<file path="src/rtl/adc_scan_sar.sv">
// adc_scan_sar: multi-channel scan sequencer driving an external SAR DAC/comparator.
// Latency: VALID rises N+NUM_BITS+4 cycles after the edge that samples START (N = SAMPLE_CYCLES),
//   each further enabled channel adds N+NUM_BITS+4; with ADC_SCAN_SAR_AVG_EN, 4*(N+NUM_BITS+3)+1 per channel.
// Backpressure: none; START is only honoured in IDLE, results are a one-cycle VALID strobe.
//
// Ports:
//   UserCLK     sole clock, rising edge
//   RESET       synchronous, active-high
//   START       scan request, registered and acted on only in IDLE
//   BUSY        high whenever the sequencer is not IDLE
//   VALID       one-cycle result strobe (DONE state)
//   VALUE       last result, held until replaced by the next result
//   CHANNEL     channel index belonging to VALUE
//   VALUE_top   external DAC code (the live SAR result register)
//   CMP_top     external comparator, 1 = analog input >= DAC
//   HOLD_top    sample/hold control, low = track (SAMPLE state only)
//   RESET_top   comparator/DAC reset (SETTLE and START states)
//   CH_SEL_top  external analog mux select
//   ConfigBits  [3:0] SAMPLE_CYCLES, [4 +: NUM_CH] channel enable mask
//
// Optional feature: define ADC_SCAN_SAR_AVG_EN to convert each channel four times
// and report the truncated mean.

`default_nettype none

module adc_scan_sar #(
  parameter int NUM_BITS     = 12,
  parameter int NUM_CH       = 4,
  parameter int NoConfigBits = 8
) (
  input  logic                      UserCLK,
  input  logic                      RESET,
  input  logic                      START,
  output logic                      BUSY,
  output logic                      VALID,
  output logic [NUM_BITS-1:0]       VALUE,
  output logic [$clog2(NUM_CH)-1:0] CHANNEL,
  output logic [NUM_BITS-1:0]       VALUE_top,
  input  logic                      CMP_top,
  output logic                      HOLD_top,
  output logic                      RESET_top,
  output logic [$clog2(NUM_CH)-1:0] CH_SEL_top,
  input  logic [NoConfigBits-1:0]   ConfigBits
);

  localparam int CW = $clog2(NUM_CH);
  localparam int BW = $clog2(NUM_BITS);
  localparam logic [NUM_BITS-1:0] MSB_ONLY = {1'b1, {(NUM_BITS-1){1'b0}}};

  typedef enum logic [2:0] {
    S_IDLE,
    S_SAMPLE,
    S_SETTLE,
    S_START,
    S_CONV,
    S_DONE
  } state_t;

  // Configuration fields
  logic [3:0]        cfg_ncyc;
  logic [NUM_CH-1:0] cfg_mask;

  assign cfg_ncyc = ConfigBits[3:0];
  assign cfg_mask = ConfigBits[4 +: NUM_CH];

  // State
  state_t                state_q,  state_d;
  logic                  start_q;
  logic [NUM_CH-1:0]     mask_q,   mask_d;
  logic [3:0]            ncyc_q,   ncyc_d;
  logic [3:0]            cnt_q,    cnt_d;
  logic [BW-1:0]         bit_q,    bit_d;
  logic [NUM_BITS-1:0]   res_q,    res_d;
  logic [CW-1:0]         ch_q,     ch_d;
  logic [NUM_BITS-1:0]   value_q,  value_d;
  logic [CW-1:0]         chan_q,   chan_d;

`ifdef ADC_SCAN_SAR_AVG_EN
  logic [NUM_BITS+1:0]   acc_q,    acc_d;
  logic [NUM_BITS+1:0]   acc_sum;
  logic [1:0]            avg_q,    avg_d;
`endif

  // Helper combinational values
  logic [CW-1:0]         first_ch;
  logic [CW-1:0]         next_ch;
  logic                  next_vld;
  logic [NUM_BITS-1:0]   trial;
  logic [BW-1:0]         bit_dn;

  // Lowest enabled channel of the live mask, used at scan start.
  always_comb begin
    first_ch = '0;
    for (int i = NUM_CH - 1; i >= 0; i--) begin
      if (cfg_mask[i]) first_ch = CW'(i);
    end
  end

  // Next enabled channel strictly above the current one in the latched mask.
  // Searching downward leaves the lowest qualifying index, so disabled
  // channels are skipped without spending any cycles on them.
  always_comb begin
    next_ch  = '0;
    next_vld = 1'b0;
    for (int i = NUM_CH - 1; i >= 0; i--) begin
      if (mask_q[i] && (i > int'(ch_q))) begin
        next_ch  = CW'(i);
        next_vld = 1'b1;
      end
    end
  end

  // One successive-approximation step: drop the bit under test if the input
  // is below the DAC, then tentatively set the next lower bit.
  assign bit_dn = bit_q - BW'(1);

  always_comb begin
    trial = res_q;
    if (!CMP_top) trial[bit_q] = 1'b0;
    if (bit_q != '0) trial[bit_dn] = 1'b1;
  end

`ifdef ADC_SCAN_SAR_AVG_EN
  assign acc_sum = acc_q + {2'b00, trial};
`endif

  // Next-state logic
  always_comb begin
    state_d = state_q;
    mask_d  = mask_q;
    ncyc_d  = ncyc_q;
    cnt_d   = cnt_q;
    bit_d   = bit_q;
    res_d   = res_q;
    ch_d    = ch_q;
    value_d = value_q;
    chan_d  = chan_q;
`ifdef ADC_SCAN_SAR_AVG_EN
    acc_d   = acc_q;
    avg_d   = avg_q;
`endif

    unique case (state_q)
      S_IDLE: begin
        res_d = '0;
        // An empty mask makes the request a no-op.
        if (start_q && (cfg_mask != '0)) begin
          mask_d  = cfg_mask;
          ncyc_d  = cfg_ncyc;
          ch_d    = first_ch;
          state_d = S_SAMPLE;
`ifdef ADC_SCAN_SAR_AVG_EN
          acc_d   = '0;
          avg_d   = '0;
`endif
        end
      end

      S_SAMPLE: begin
        cnt_d   = ncyc_q;
        res_d   = MSB_ONLY;
        state_d = S_SETTLE;
      end

      S_SETTLE: begin
        // Counter loaded with N on entry gives N+1 cycles here.
        if (cnt_q == 4'd0) state_d = S_START;
        else               cnt_d   = cnt_q - 4'd1;
      end

      S_START: begin
        bit_d   = BW'(NUM_BITS - 1);
        state_d = S_CONV;
      end

      S_CONV: begin
        res_d = trial;
        if (bit_q == '0) begin
`ifdef ADC_SCAN_SAR_AVG_EN
          if (avg_q == 2'd3) begin
            value_d = acc_sum[NUM_BITS+1:2];
            chan_d  = ch_q;
            state_d = S_DONE;
          end else begin
            acc_d   = acc_sum;
            avg_d   = avg_q + 2'd1;
            state_d = S_SAMPLE;
          end
`else
          value_d = trial;
          chan_d  = ch_q;
          state_d = S_DONE;
`endif
        end else begin
          bit_d = bit_dn;
        end
      end

      S_DONE: begin
        if (next_vld) begin
          ch_d    = next_ch;
          state_d = S_SAMPLE;
`ifdef ADC_SCAN_SAR_AVG_EN
          acc_d   = '0;
          avg_d   = '0;
`endif
        end else begin
          res_d   = '0;
          state_d = S_IDLE;
        end
      end

      default: begin
        res_d   = '0;
        state_d = S_IDLE;
      end
    endcase
  end

  // State registers
  always_ff @(posedge UserCLK) begin
    if (RESET) begin
      state_q <= S_IDLE;
      start_q <= 1'b0;
      mask_q  <= '0;
      ncyc_q  <= '0;
      cnt_q   <= '0;
      bit_q   <= '0;
      res_q   <= '0;
      ch_q    <= '0;
      value_q <= '0;
      chan_q  <= '0;
`ifdef ADC_SCAN_SAR_AVG_EN
      acc_q   <= '0;
      avg_q   <= '0;
`endif
    end else begin
      state_q <= state_d;
      start_q <= START;
      mask_q  <= mask_d;
      ncyc_q  <= ncyc_d;
      cnt_q   <= cnt_d;
      bit_q   <= bit_d;
      res_q   <= res_d;
      ch_q    <= ch_d;
      value_q <= value_d;
      chan_q  <= chan_d;
`ifdef ADC_SCAN_SAR_AVG_EN
      acc_q   <= acc_d;
      avg_q   <= avg_d;
`endif
    end
  end

  // Outputs are decoded from registered state only.
  assign BUSY       = (state_q != S_IDLE);
  assign VALID      = (state_q == S_DONE);
  assign VALUE      = value_q;
  assign CHANNEL    = chan_q;
  assign VALUE_top  = res_q;
  assign HOLD_top   = (state_q != S_SAMPLE);
  assign RESET_top  = (state_q == S_SETTLE) || (state_q == S_START);
  assign CH_SEL_top = ch_q;

endmodule

`default_nettype wire
</file>
<file path="config.mk">
export PLATFORM = sky130hd
export DESIGN_NAME = adc_scan_sar
export DESIGN_NICKNAME = d
export VERILOG_FILES = /design/src/rtl/adc_scan_sar.sv
export SDC_FILE = /design/constraint.sdc
export NUM_CORES = 1
export LEC_CHECK = 0
export CORE_ASPECT_RATIO = 0.6
export CORE_UTILIZATION = 46
export DETAILED_ROUTE_END_ITERATION = 7
export HOLD_SLACK_MARGIN = 0.05
export PLACE_DENSITY = 0.84
export SLEW_MARGIN = 0
export SYNTH_ARGS = -nofsm -noshare
export SYNTH_HDL_FRONTEND = slang
export SYNTH_SLANG_ARGS = --single-unit
</file>
<file path="constraint.sdc">
create_clock -name UserCLK -period 1.76 [get_ports UserCLK]
set_input_delay 0.528 -clock UserCLK [delete_from_list [all_inputs] [get_ports UserCLK]]
set_output_delay 0.528 -clock UserCLK [all_outputs]
set_load 0.005 [all_outputs]
</file>
After elaboration in Yosys (flattened, before gate mapping) --
Cells that the tools add are included.
Word-level totals: register bits after elaboration 48, output and inout bits 32
Operators by class: $add $sub $neg 2, $lt $le $gt $ge 7, eq/ne operators 13, muxes and demuxes 30, bitwise operators 4, reduce and logical (&&, ||, !) cells 24
Operator list (count):
- 12-bit case mux with 4 select lines | 1
- 12-bit two-way mux | 3
- 2-bit two-way mux | 9
- 3-bit case mux with 6 select lines | 1
- 4-bit case mux with 2 select lines | 2
- 12-bit AND | 1
- 2-bit inequality test, second input constant | 6
- 12-bit NOT | 1
- 12-bit OR | 1
- 4-bit by 5-bit less-than comparator with 1-bit output, second input constant | 2
- 2-bit AND reduction | 5
- 3-bit two-way mux | 3
- 1-bit demux with 4-bit select | 2
- 4-bit by 1-bit greater-or-equal comparator with 1-bit output, second input constant | 2
- 4-bit logical NOT | 2
- 4-bit two-way mux | 2
- 4-bit nonzero test | 2
- 4-bit by 1-bit subtractor with 4-bit output, second input constant | 2
- 3-bit by 2-bit equality test with 1-bit output, second input constant | 2
- 3-bit equality test, second input constant | 2
- 1-bit logical AND | 6
- 1-bit two-way mux | 6
- 3-bit AND reduction | 2
- 2-bit nonzero test | 3
- 11 further kinds | 12

Depth between registers and ports, before layout --
Gate-level depths: netlist of the first run.
word-level depth 10, mapped depth 7

Worst setup path after synthesis of the first run --
Ideal clock, no wire load.
path kind register -> register, from register bit_q[0], to register res_q[0] (netlist: VALUE_top[0]), setup time 0.061 ns, arrival 1.814 ns, slack -0.115 ns, stages on the path, launching flop included 7, buffers on the path 0, period minus slack after synthesis 1.875 ns, cell sequence dfxtp_1 -> inv_1 -> ha_1 -> or2_2 -> o21ai_0 -> a221o_1 -> o221a_1
Between the ends: word-level cells in the longest chain between the ends 10
Ends and longest elaborated chain:
- from (decl) | line 72 | logic [BW-1:0] bit_q, bit_d;
- from (signal assigned) | line 243 | bit_q <= bit_d;
- parallel branches: the longest is 8 deep, another holds 4-bit by 5-bit less-than comparator with 1-bit output
- 12-bit two-way mux (*) | line 120 | if (bit_q != '0) trial[bit_dn] = 1'b1;
- 12-bit case mux with 4 select lines (*) | line 143 | unique case (state_q)
- to (signal assigned) | line 244 | res_q <= res_d;
- to (decl) | line 73 | logic [NUM_BITS-1:0] res_q, res_d;
Every way passes the cells marked *. A chain may end at the register's enable or synchronous reset.

Final worst setup path of the first run --
from register bit_q[2], to register res_q[10] (netlist: VALUE_top[10])
The elaborated chain is that of the path after synthesis.

==> results of run 1 <==
## critical path, delay by kind of cell, from the launching register on
kind | cells | cell delay, ns
flops | 1 | 0.44
simple gates | 1 | 0.39
compound gates | 3 | 0.62
buf+inv | 1 | 0.21
## path summary, 6_finish.rpt
| check | start | endpoint | slack [ns] |
|---|---|---|---|
| setup / recovery | bit_q[2]$_SDFFE_PP0P_ | VALUE_top[10]$_SDFFE_PP0P_ | -0.006 |
| hold / removal | VALUE[5]$_SDFFE_PP0P_ | VALUE[5]$_SDFFE_PP0P_ | 0.46 |
| setup reg to reg | bit_q[2]$_SDFFE_PP0P_ | VALUE_top[10]$_SDFFE_PP0P_ | -0.006 |
| hold reg to reg | VALUE[5]$_SDFFE_PP0P_ | VALUE[5]$_SDFFE_PP0P_ | 0.46 |
## cells in the final DEF, fill, tap and decap left out, types with 3 or more instances in the layout
| cell | netlist | layout |
|---|---|---|
| buf_4 | 4 | 50 |
| clkdlybuf4s50_1 | 0 | 35 |
| dfxtp_1 | 47 | 32 |
| a21oi_1 | 32 | 31 |
| nand2_1 | 30 | 30 |
| nor2_1 | 21 | 20 |
| inv_1 | 12 | 11 |
| a211oi_1 | 11 | 11 |
| o2bb2ai_1 | 10 | 10 |
| o21ai_0 | 10 | 9 |
| mux2i_1 | 9 | 9 |
| dfxtp_2 | 0 | 8 |
| nor2b_1 | 11 | 8 |
| dfxtp_4 | 0 | 7 |
| nand2b_1 | 7 | 7 |
| nor3_1 | 7 | 6 |
| ha_1 | 7 | 6 |
| clkbuf_8 | 0 | 5 |
| dlygate4sd2_1 | 0 | 5 |
| or3b_4 | 0 | 4 |
| a21boi_0 | 6 | 4 |
| or3_1 | 3 | 3 |
| buf_6 | 1 | 3 |
## flip-flops by register name, summed over array words and instances (netlist names)
| name | count |
|---|---|
| mask_q | 3 |
| bit_q | 4 |
| start_q | 1 |
| VALUE | 12 |
| ncyc_q | 4 |
| VALUE_top | 12 |
| state_q | 3 |
| CH_SEL_top | 2 |
| cnt_q | 4 |
| CHANNEL | 2 |
## layer usage
metal / vias to the layer above / part of all wire / GRT usage / routed length, um
li1: 1228 / - / - / -
met1: 1247 / 0.44 / 0.374 / 3540
met2: 150 / 0.44 / 0.424 / 3520
met3: 39 / 0.088 / 0.0523 / 712
met4: 0 / 0.034 / 0.107 / 273
met5: - / 0 / 0 / 0
## cells by family (layout without fill, tap and decap cells)
| kind of cell | after synthesis | in the layout | synth area share |
|---|---|---|---|
| AOI/OAI and AO/OA | 97 | 97 | 0.278 |
| adders and majority gates | 7 | 7 | 0.0353 |
| buffers and inverters | 30 | 118 | 0.0555 |
| DFF | 47 | 47 | 0.379 |
| muxes | 10 | 10 | 0.0409 |
| and+or+nand+nor | 101 | 102 | 0.211 |
## metrics by stage
step	setup slack [ns]	instance area (um2)	instances	setup TNS (ns)
floorplan	0.0230	2480	292	0
finish	-0.00642	3620	447	-0.00642
global placement	-0.232	3250	427	-4.41
CTS	-0.0605	3470	439	-0.114
global route	-0.0354	3620	447	-0.150
detailed placement	-0.360	3250	427	-5.94
## layout make-up
type,count,area share
clock buffers,6,0.0200
clock inverters,2,0.0166
well taps,66,0.0228
repair buffers,98,0.240
multi-input cells,216,0.418
flip-flops and latches,47,0.270
inverters,12,0.0124
## power groups by stage
stage               logic, uW  clock network [uW]  registers, uW
floorplan                 354                   0           1160
global placement          573                   0           1180
detailed placement        593                   0           1180
CTS                       613                 956           1160
global route              746                1010           1170
finish                    702                 949           1160
## repair_timing
action,in CTS,in global routing
setup buffers,4,8
setup endpoints to repair,15,27
gates cloned,0,1
resized for setup,30,34
pin swaps,4,10
==> flow_summary.json, run 1 <==
{
  "grt_usage": 0.270,
  "seqPwrFrac": 0.413,
  "power_switching_uw": 805,
  "fin_crit_sh": 1.00,
  "cts.clk_slew.worst_paths_ns": 0.09,
  "syn_avg_cell_area_um2": 8.49,
  "drt-pass1-iter-count": 6,
  "yosys-top-cells-area": "dfxtp_1 (38%), a21oi_1 (6.5%), nand2_1 (4.5%)",
  "synth_top_area_frac": 0.379,
  "worstSetupPathType": "reg2reg",
  "violations": "negative setup slack",
  "syn2layout_area_growth_pct": 46.2,
  "die_height_um": 58.9,
  "antenna_found_initial": 0,
  "insertion_delay_ns": 0.31,
  "internal_power_uw": 2010,
  "row_count": 20,
  "status": "finished, violations left",
  "async_flop_share": 0,
  "maxSlewViolCount": 0,
  "grt_pass1_vias": 2375,
  "design.die.area_mm2": 0.00570,
  "cts_inserted_buffers": 5,
  "swShare": 0.286,
  "vias": 2664,
  "grt_pass1_wl_mm": 11.8,
  "yosysUniqueCellTypes": 56,
  "hold_class": "reg2reg",
  "cts.path.max_buffers": 2,
  "htree_levels": 2,
  "io_pins": 44,
  "grt_max_degree": 25,
  "irDropWorstVdd_uv": 500,
  "p_total_uw": 2810,
  "mappedNetlistArea_mm2": 0.00248,
  "final_nets": 399,
  "ctsHoldBuffers": 0,
  "synth_area_leader_cell": "dfxtp_1",
  "wl_mm": 8.05,
  "setup_viol": 1,
  "dr.first_iter.drc_count": 381,
  "die_w_um": 96.8,
  "worstPathArrival_ns": 1.96,
  "crit_path_end_kind": "register",
  "cts_sinks": 47,
  "whs_path_depth": 2,
  "slew_headroom": 0.622,
  "fmax_mhz": 566,
  "worstSetupStartpointType": "register",
  "layout-drive-gt1-share": 0.289,
  "critical_path.max_stage_delay_ns": 0.44,
  "cts_tree": "done",
  "whs_ns": 0.459,
  "syn-num-nets": 311,
  "regArea_um2": 977,
  "timing.final.ws_setup_ns": -0.00642,
  "ff2ff_path_depth": 5,
  "dp_hpwl_mm": 5.31,
  "cp_max_fo": 9,
  "synthFlopType": "dfxtp_1",
  "critPathRequiredTime_ns": 1.95,
  "finClkSkew_ns": 0.0107,
  "grt.overflow.total": 0,
  "yosys-top-cells-count": "dfxtp_1 (47), a21oi_1 (32), nand2_1 (30)",
  "synth_cells": 292,
  "cp_cell_sequence": "buf_4 -> nor2b_1 -> a21boi_0 -> a211oi_1 -> o2bb2ai_1",
  "p_per_area_mw_per_mm2": 776,
  "drv_cap": 0,
  "place.gp.congestion": 0.914,
  "portBuffers": 43,
  "initial_utilization": 0.483,
  "tightest_slew_ns": 0.563,
  "clockPowerShare": 0.337,
  "yosys_warnings": 0,
  "power.leakage_uw": 0.00136,
  "drtAntennaViolNets": 0,
  "fin_util": 0.707,
  "via_per_inst": 5.96,
  "hold_viol": 0,
  "synth-seq-cells": 47,
  "antennaDiodeCount": 0,
  "wl_per_cell_um": 18.0,
  "n_fill_cell": 365,
  "clock-root-buffer": "clkbuf_8",
  "critPathSlowestCell": "dfxtp_1",
  "multi_input_area_mm2": 0.00152,
  "power_frac_comb": 0.250,
  "core_mm2": 0.00513,
  "synth_most_common_cell": "dfxtp_1",
  "ys_seq_area_frac": 0.379,
  "fin_crit_ns": 1.77,
  "drc": 0,
  "synth_edf_count": 0
}
(Power assumes the default switching activity.)
==> run 2, diff against run 1 <==
--- a/config.mk
+++ b/config.mk
@@ -6,7 +6,9 @@
 export NUM_CORES = 1
 export LEC_CHECK = 0
 export CORE_ASPECT_RATIO = 0.6
+export CORE_MARGIN = 2
 export CORE_UTILIZATION = 46
+export CTS_CLUSTER_DIAMETER = 120
 export DETAILED_ROUTE_END_ITERATION = 7
 export HOLD_SLACK_MARGIN = 0.05
 export PLACE_DENSITY = 0.84
==> run 2 against run 1 <==
Against the previous run: clock skew shrank 0.0031 ns; non-clock buffer count is 1 higher; largest power group unchanged; sequential power about the same; register-to-register slack is essentially flat; global-route usage fell by 0.89 points; via count up 0.30%; clock power shrank 16%; the run now ends clean; sequential cell count is the same; critical path type unchanged; critical path depth stayed put.
==> flow_summary.json, run 2 (synthesized netlist as in run 1, its figures left out) <==
{
  "status": "finished clean",
  "htree_levels": 2,
  "drtAntennaViolNets": 0,
  "timing.final.ws_setup_ns": 0.00608,
  "worstPathArrival_ns": 1.95,
  "final_common_cell": "buf_4",
  "tns_ns": 0,
  "critPathBufInv": 1,
  "maxSlewViolCount": 0,
  "dpl.cell_count": 431,
  "cts_sinks": 47,
  "critPathSlowestCell": "nor3_1",
  "fin_crit_sh": 0.997,
  "grt_pass1_wl_mm": 12.0,
  "initial_utilization": 0.483,
  "worstSetupPathType": "reg2reg",
  "via_per_inst": 5.98,
  "fmax_mhz": 570,
  "rsz0062_at_grt": "yes",
  "worstSetupStartpointType": "register",
  "place_ws_ns": -0.403,
  "vias": 2672,
  "dp_hpwl_mm": 5.64,
  "drc": 0,
  "grt.overflow.total": 0,
  "critical_path.max_stage_delay_ns": 0.49,
  "design.die.area_mm2": 0.00601,
  "setup_viol": 0,
  "r2r-start": "bit_q[0]$_SDFFE_PP0P_",
  "power.leakage_uw": 0.00137,
  "fin_util": 0.694,
  "io_pins": 44,
  "wl_per_cell_um": 18.2,
  "dr.first_iter.drc_count": 332,
  "slew_headroom": 0.624,
  "row_count": 20,
  "hp-start": "VALUE[5]$_SDFFE_PP0P_",
  "grt_max_degree": 24,
  "irDropWorstVdd_uv": 408,
  "final_nets": 400,
  "syn2layout_area_growth_pct": 43.5,
  "place.gp.congestion": 0.927,
  "path_delay_family": "simple AND/OR/NAND/NOR gates",
  "layout-drive-gt1-share": 0.270,
  "finClkSkew_ns": 0.00764,
  "fin_cells": 447,
  "drt-pass1-iter-count": 5,
  "die_height_um": 60.9,
  "hold_class": "reg2reg",
  "layout_common_cells": "buf_4 (51), dfxtp_1 (38), clkdlybuf4s50_1 (33)",
  "cts_inserted_buffers": 5,
  "crit_path_end_kind": "register",
  "clock-root-buffer": "clkbuf_8",
  "die_w_um": 98.8,
  "wl_mm": 8.14,
  "cts_tree": "done",
  "drv_cap": 0,
  "p_total_uw": 2660,
  "insertion_delay_ns": 0.30,
  "startpoint": "bit_q[0]$_SDFFE_PP0P_",
  "portBuffers": 43,
  "antennaDiodeCount": 0,
  "grt_pass1_vias": 2423,
  "hold_viol": 0,
  "tightest_slew_ns": 0.560,
  "critPathRequiredTime_ns": 1.96,
  "fin_crit_ns": 1.75,
  "cts.clk_slew.worst_paths_ns": 0.09,
  "cp_max_fo": 8,
  "cp_cell_sequence": "buf_4 -> nor3_1 -> nand2_1 -> o211a_1 -> a311oi_1",
  "antenna_found_initial": 0,
  "cts.path.max_buffers": 2,
  "core_mm2": 0.00513,
  "grt_usage": 0.262,
  "p_per_area_mw_per_mm2": 747
}
-- run 2: cell count changes in the layout (fill, tap and decap cells not counted), moves of 2 or more --
cell and change:
a21boi_0 +2, dfxtp_2 -2, buf_6 +2, dfxtp_4 -4
dlymetal6s2s_1 +2, dfxtp_1 +6, a21boi_1 -2, nor2b_4 -2
clkdlybuf4s50_1 -2
-- run 2: final cells by class --
cell class                 count  area, um2
clock inverter                 2       37.5
multi-input combinational    216       1490
sequential                    47        960
inverter                      12       45.0
tap                           66       82.6
clock buffer                   5       68.8
fill                         381       1570
timing repair buffer          99        880
-- run 2: final timing paths --
path	endpoint	slack, ns	cells past startpoint
hold / removal	VALUE[5]$_SDFFE_PP0P_	0.46	2
setup / recovery	bit_q[3]$_SDFFE_PP0P_	0.006	5
setup reg to reg	bit_q[3]$_SDFFE_PP0P_	0.006	5
hold reg to reg	VALUE[5]$_SDFFE_PP0P_	0.46	2
-- run 2: repair_timing --
action	in CTS	in global routing
resized for setup	24	25
cloned	0	1
setup endpoints to repair	13	27
hold buffers	0	0
pin swaps	5	13
buffers inserted	3	5
-- run 2: power by group --
group | internal [uW] | switching, uW
registers | 1110 | 47.6
clock network | 416 | 377
logic | 337 | 374
-- run 2: through the flow --
step | instance area [um2] | hold WS, ns
after detailed placement | 3280 | 0.446
final | 3560 | 0.457
after global routing | 3560 | 0.478
after CTS | 3440 | 0.459
after floorplan | 2480 | 0.448
after global placement | 3280 | 0.439
-- run 2: layer usage --
| layer | global-route usage | vias to the layer above | routed length [um] |
|---|---|---|---|
| li1 | - | 1228 | - |
| met1 | 0.370 | 1220 | 3620 |
| met2 | 0.407 | 186 | 3400 |
| met3 | 0.0495 | 38 | 841 |
| met4 | 0.0920 | 0 | 279 |
| met5 | 0 | - | 0 |
-- run 2: worst min-delay path: cells and delay by family, from the launching register on --
family | cells | cell delay [ns]
compound gates | 1 | 0.05
flops | 1 | 0.32
simple gates | 1 | 0.05
